$ cat src/rtl/src_pkg.sv
// Shared constants and helpers for the src_pipe register pipeline.
package src_pkg;

    localparam int SRC_RST_VAL = 0;

    function automatic int clog2(input int value);
        int result;
        result = 0;
        while ((1 << result) < value) begin
            result++;
        end
        return result;
    endfunction

    // Width of a counter able to hold 0..depth inclusive, never narrower than one bit.
    function automatic int occWidth(input int depth);
        return (clog2(depth + 1) < 1) ? 1 : clog2(depth + 1);
    endfunction

endpackage

$ cat src/rtl/src_pipe_stage.sv
// One pipeline stage: a valid bit plus data register that loads, holds or clears.
module src_pipe_stage #(
    parameter int               WIDTH   = 8,
    parameter logic [WIDTH-1:0] RST_VAL = '0
) (
    input  logic             clk,
    input  logic             rst_n,
    input  logic             flush_i,
    input  logic             load_i,
    input  logic             upValid_i,
    input  logic [WIDTH-1:0] upData_i,
    output logic             valid_o,
    output logic [WIDTH-1:0] data_o
);

    logic             valid_q, valid_d;
    logic [WIDTH-1:0] data_q,  data_d;

    // Data only moves when a real item arrives, so a bubble never overwrites held data.
    always_comb begin
        valid_d = valid_q;
        data_d  = data_q;
        if (flush_i) begin
            valid_d = 1'b0;
            data_d  = RST_VAL;
        end else if (load_i) begin
            valid_d = upValid_i;
            if (upValid_i) begin
                data_d = upData_i;
            end
        end
    end

    always_ff @(posedge clk or negedge rst_n) begin
        if (!rst_n) begin
            valid_q <= 1'b0;
            data_q  <= RST_VAL;
        end else begin
            valid_q <= valid_d;
            data_q  <= data_d;
        end
    end

    assign valid_o = valid_q;
    assign data_o  = data_q;

endmodule

$ cat src/rtl/src_pipe.sv
// DEPTH-stage valid/ready register pipeline with bubble collapsing and synchronous flush.
// Define SRC_PIPE_OCC_EN to add the registered occupancy output.
module src_pipe
    import src_pkg::*;
#(
    parameter int               WIDTH   = 8,
    parameter int               DEPTH   = 2,
    parameter logic [WIDTH-1:0] RST_VAL = WIDTH'(SRC_RST_VAL)
) (
    input  logic             clk,
    input  logic             rst_n,
    input  logic             flush,
    input  logic             in_valid,
    input  logic [WIDTH-1:0] in_data,
    output logic             in_ready,
    output logic             out_valid,
    output logic [WIDTH-1:0] out_data,
    input  logic             out_ready
`ifdef SRC_PIPE_OCC_EN
    ,
    output logic [occWidth(DEPTH)-1:0] occupancy
`endif
);

    logic [DEPTH-1:0] stageValid;
    logic [DEPTH-1:0] stageReady;
    logic [WIDTH-1:0] stageData [DEPTH];

    // A stage may advance if any stage at or after it is empty, or the output drains.
    always_comb begin : readyChain
        logic suffixFull;
        suffixFull = 1'b1;
        stageReady = '0;
        for (int i = DEPTH - 1; i >= 0; i--) begin
            suffixFull    = suffixFull & stageValid[i];
            stageReady[i] = out_ready | ~suffixFull;
        end
    end

    assign in_ready  = stageReady[0] & ~flush & rst_n;
    assign out_valid = stageValid[DEPTH-1];
    assign out_data  = stageData[DEPTH-1];

    for (genvar i = 0; i < DEPTH; i++) begin : gStage
        logic             upValid;
        logic [WIDTH-1:0] upData;

        if (i == 0) begin : gHead
            assign upValid = in_valid & ~flush;
            assign upData  = in_data;
        end else begin : gBody
            assign upValid = stageValid[i-1];
            assign upData  = stageData[i-1];
        end

        src_pipe_stage #(
            .WIDTH   (WIDTH),
            .RST_VAL (RST_VAL)
        ) uStage (
            .clk       (clk),
            .rst_n     (rst_n),
            .flush_i   (flush),
            .load_i    (stageReady[i]),
            .upValid_i (upValid),
            .upData_i  (upData),
            .valid_o   (stageValid[i]),
            .data_o    (stageData[i])
        );
    end

`ifdef SRC_PIPE_OCC_EN
    localparam int OCC_W = occWidth(DEPTH);

    logic             inXfer, outXfer;
    logic [OCC_W-1:0] occ_q, occ_d;

    assign inXfer  = in_valid & in_ready;
    assign outXfer = out_valid & out_ready;

    // Simultaneous push and pop cancel out, so a full pipe streaming through stays at DEPTH.
    always_comb begin
        occ_d = occ_q;
        if (flush) begin
            occ_d = '0;
        end else if (inXfer && !outXfer) begin
            occ_d = occ_q + OCC_W'(1);
        end else if (!inXfer && outXfer) begin
            occ_d = occ_q - OCC_W'(1);
        end
    end

    always_ff @(posedge clk or negedge rst_n) begin
        if (!rst_n) begin
            occ_q <= '0;
        end else begin
            occ_q <= occ_d;
        end
    end

    assign occupancy = occ_q;
`endif

endmodule

$ cat config.mk
export PLATFORM = sky130hd
export DESIGN_NAME = src_pipe
export DESIGN_NICKNAME = d
export VERILOG_FILES = /design/src/rtl/src_pkg.sv /design/src/rtl/src_pipe_stage.sv /design/src/rtl/src_pipe.sv
export SDC_FILE = /design/constraint.sdc
export NUM_CORES = 1
export LEC_CHECK = 0
export BUFFER_PORTS_ARGS = -buffer_cell sky130_fd_sc_hd__buf_2
export CORE_UTILIZATION = 46
export DETAILED_ROUTE_END_ITERATION = 7
export PLACE_DENSITY = 0.73
export SYNTH_ARGS = -nofsm -noshare
export SYNTH_HDL_FRONTEND = slang
export SYNTH_SLANG_ARGS = --single-unit
$ cat constraint.sdc
create_clock -name clk -period 1.4 [get_ports clk]
set_clock_uncertainty 0.1 [all_clocks]
set_input_delay 0.28 -clock clk [delete_from_list [all_inputs] [get_ports clk]]
set_output_delay 0.28 -clock clk [all_outputs]
set_load 0.005 [all_outputs]
* Word-level counts from Yosys, hierarchy flattened
Index checks and enable logic that the tools add are counted.
** Word-level totals
- Bits in registers :: 18
- Bits of input ports :: 13
- Output and inout bits :: 10
- Word-level logic and storage cells :: 29
** Operators by class
- Mux-type cells :: 10
- Bitwise gates (word level) :: 9
- Reductions and logical operators :: 6
** Operators by type and width (count)
- 2-to-1 mux 8 bit :: 6
- nonzero test 2 bit :: 4
- bitwise AND 1 bit :: 4
- 2-to-1 mux 1 bit :: 4
- AND reduction 2 bit :: 2
- inverter 1 bit :: 3
- bitwise OR 1 bit :: 2

* Logic depth before layout (Yosys ltp)
- Depth after elaboration :: 5
- Gate-level depth with buffers :: 4

* By module
A second synthesis with hierarchy kept.
** Second synthesis, totals
- Cell total of the unflattened synthesis :: 84
- Area total of the unflattened synthesis :: 944.7 um^2
** By module, submodules not included
- src_pipe_stage :: instances 2, cells an instance 40, area an instance 451.7 um^2
- src_pipe :: instances 1, cells an instance 4, area an instance 41.3 um^2

* Worst setup path after synthesis
No wires, ideal clock.
- Path type :: flip-flop to output port
- Start point :: register gStage[1].uStage.valid_q
- End point :: output in_ready
- Arrival :: 0.856 ns
- Required time :: 1.020 ns
- Setup slack :: 0.164 ns
- Cell stages (with the launch flop) :: 3
- Buffers on the path :: 0
- Cell sequence :: dfrtp_1 and3b_4 nor3b_1
** On the way
- Longest elaborated chain between the ends :: 5
** Ends and longest elaborated chain
- start: declaration :: line src_pipe_stage.sv:16 : logic valid_q, valid_d;
- start signal: assignment :: line src_pipe_stage.sv:39 : valid_q <= valid_d;
- bitwise AND 1 bit :: line src_pipe.sv:35 : suffixFull = suffixFull & stageValid[i];
- inverter 1 bit :: line src_pipe.sv:36 : stageReady[i] = out_ready | ~suffixFull;
- bitwise OR 1 bit :: line src_pipe.sv:36
- bitwise AND 1 bit (2 in series) :: line src_pipe.sv:40 : assign in_ready = stageReady[0] & ~flush & rst_n;
- end: declaration :: line src_pipe.sv:15 : output logic in_ready,
Every way passes these cells.

* Worst setup path in the final report
- Start point :: register gStage[0].uStage.valid_q
- End point :: output in_ready
** On the way
- Longest elaborated chain between the ends :: 5
** Ends and longest elaborated chain (line)
- start: declaration :: src_pipe_stage.sv:16
- start signal: assignment :: src_pipe_stage.sv:39
- bitwise AND 1 bit :: src_pipe.sv:35
- inverter 1 bit :: src_pipe.sv:36
- bitwise OR 1 bit :: src_pipe.sv:36
- bitwise AND 1 bit (2 in series) :: src_pipe.sv:40
Every way passes these cells.

==> reports/qor.yml <==
outcome:
  status: "finished, violations left"
  violations: "setup timing"
sta:
  fmax_mhz: 647
  finalSetupViolations: 10
  slew_headroom: 0.777
  finalCritPeriodShare: 1.10
  period_needed_ns: 1.55
  max_slew.worst_pin.slew_ns: 0.333
  drv_slew: 0
  finalWorstSetupSlack_ns: -0.146
  grt_setup_unrepaired: "yes"
  finalSetupTns_ns: -0.919
  hold_viol_final: 0
job:
  drv_cap: 0
clock_network:
  cts_tree: "yes"
  cts-root-buf: "clkbuf_4"
  clkSinkCount: 18
  clock_latency_ns: 0.29
  htree_levels: 1
  path_clk_slew_ns: 0.09
  cts_buffers: 3
  ctsLongestPathBuffers: 2
worst_setup_path:
  end_kind: "output port"
  critPathMaxStageDelay_ns: 0.40
  critical-path-top-delay-family: "flip-flops"
  crit_type: "reg2out"
  worstPathRequired_ns: 1.02
  crit_path_max_fanout: 2
  critPathSlowestCell: "dfrtp_1"
  critPathBufInv: 1
  crit_chain: "and3b_4 > nor3b_2 > buf_2"
  crit_arrival_ns: 1.17
  cp-start-kind: "register"
logic_synthesis:
  synth.area.mux_share: 0
  synth_nets: 77
  synthAdderAreaFrac: 0
  synth_ff_type: "dfrtp_1"
  netlist_instances: 64
  synth-xor-area-share: 0
  synth_most_common_cell: "dfrtp_1"
  synth_common_cells: "18 x dfrtp_1, 10 x a21oi_1, 8 x a22o_1, 8 x nand3_1, 8 x o21ai_0"
  synth_top_area_cell: "dfrtp_1"
  synth_edf_count: 0
  synth_area_leaders: "dfrtp_1 59%, a22o_1 9.2%, a21oi_1 6.5%"
  synth_compound_gate_area_share: 0.231
  yosys_warnings: 0
  syn_area_per_cell_um2: 11.9
  synth_top_family_by_area: "compound AO/OA/AOI/OAI gates"
  syn_area_um2: 764
  yosysUniqueCellTypes: 16
  yosys.area_share.simple: 0.144
  synth.yosys.seq_area_share: 0.589
  synth_top_area_share: 0.589
  ys_ff_latch: 18
  synthArstFlopShare: 1.00
floorplanning:
  ios: 23
  rows: 14
  core_area_um2: 1520
  die_x_um: 42.8
  dieArea_um2: 1830
  start_util: 0.502
  dieHeight_um: 42.8
pwr:
  vdd_drop_max_mv: 0.552
  powerDensity_nw_per_um2: 957
  leakagePower_nw: 0.500
route:
  drt_iter0_markers: 26
  vias: 611
  drtPass1Iterations: 4
  ant_nets: 0
  drt-vias-per-instance: 5.61
  wl_per_cell_um: 15.1
  wl_mm: 1.65
  drc: 0
grt:
  grt_antenna_before_repair: 0
  grt_use_met3: 0.0766
  grt-ovfl-total: 0
  grt_pass1_vias: 563
  grt_pass1_wl_mm: 2.62
  grt_busiest_layer: "met2"
  use_met1: 0.257
  met2_usage: 0.309
  grt_util_all_layers: 0.196
  grt_max_degree: 19
placed_design:
  post-place-ws_ns: 0.122
  dp_hpwl_mm: 1.19
  routabilityCongestion: 0.778
  dp_cells: 102
  portBuffers: 22
layout:
  stdcell_count: 109
  antennaDiodeCount: 0
  final_nets: 108
  area_growth_syn_to_layout_pct: 26.8
  drive_gt1_frac: 0.409
worst_hold_path:
  worstHoldPathType: "in2reg"
metal layers:
layer	share of wire	vias to the layer above
met5	0	-
met4	0.0067	0
met3	0.049	3
met2	0.47	19
met1	0.47	292
li1	-	297
sequential cells by signal, summed over array words and instances (netlist names):
register and cells:
gStage.uStage.data_o 16, gStage.uStage.valid_o 2
cell families (layout without fill, tap and decap cells):
group	after synthesis	in the layout
buffers and inverters	5	34
and+or+nand+nor	14	14
DFF	18	18
AOI/OAI and AO/OA	27	27
final cells by class:
type	count	area [um^2]
fillers	135	554
flip-flops and latches	18	450
multi-input cells	41	297
repair buffers	29	173
clock buffers	3	22.5
well taps	16	20.0
inverters	2	7.51
cells in the final DEF (no fill, tap or decap):
cell type,Yosys,final
buf_2,1,22
dfrtp_1,18,18
a21oi_1,10,10
nand3_1,8,8
o21ai_1,0,8
a22o_1,8,8
buf_4,0,4
clkbuf_4,0,3
inv_1,2,2
buf_6,1,2
and3b_4,1,1
nor3b_2,0,1
nand2b_2,0,1
and2b_4,0,1
nand3b_4,1,1
a21oi_4,1,1
nor3_4,1,1
dlygate4sd3_1,0,1
path summary, 6_finish.rpt:
kind                                             from                          to  slack (ns)  cells past startpoint
min in group asynchronous                       rst_n  gStage[1].uStage.data_o[1]        0.41                      3
setup reg to reg             gStage[0].uStage.valid_o  gStage[0].uStage.data_o[4]       -0.10                      5
setup / recovery             gStage[0].uStage.valid_o                    in_ready       -0.15                      3
hold reg to reg            gStage[0].uStage.data_o[1]  gStage[0].uStage.data_o[1]        0.42                      1
hold / removal                             in_data[0]  gStage[0].uStage.data_o[0]        0.09                      2
max in group asynchronous                       rst_n    gStage[0].uStage.valid_o        0.60                      3
timing repair:
item                                    CTS  global route
endpoints found under the hold margin    18             0
endpoints found under the setup margin    1            15
pin swaps                                 1             7
gates resized for setup                   2            12
setup buffers                             2             1
hold buffers                              1             0
power breakdown:
| group | internal, mW | leakage (nW) | total, mW | switching, mW |
|---|---|---|---|---|
| sequential | 0.541 | 0.244 | 0.554 | 0.0130 |
| clock | 0.100 | 0.0138 | 0.254 | 0.154 |
| combinational | 0.0552 | 0.242 | 0.120 | 0.0645 |
metrics by stage:
stage	power [mW]	hold WS (ns)	instance area, um^2	util
2_1_floorplan	0.617	-0.116	764	-
3_3_place_gp	0.667	0.186	897	0.589
3_5_place_dp	0.672	0.185	897	0.589
4_1_cts	0.937	0.0874	953	0.626
5_1_grt	0.976	0.0856	970	0.636
6_report	0.928	0.0916	970	0.636
Note: power is estimated with default switching activity, not from simulation.
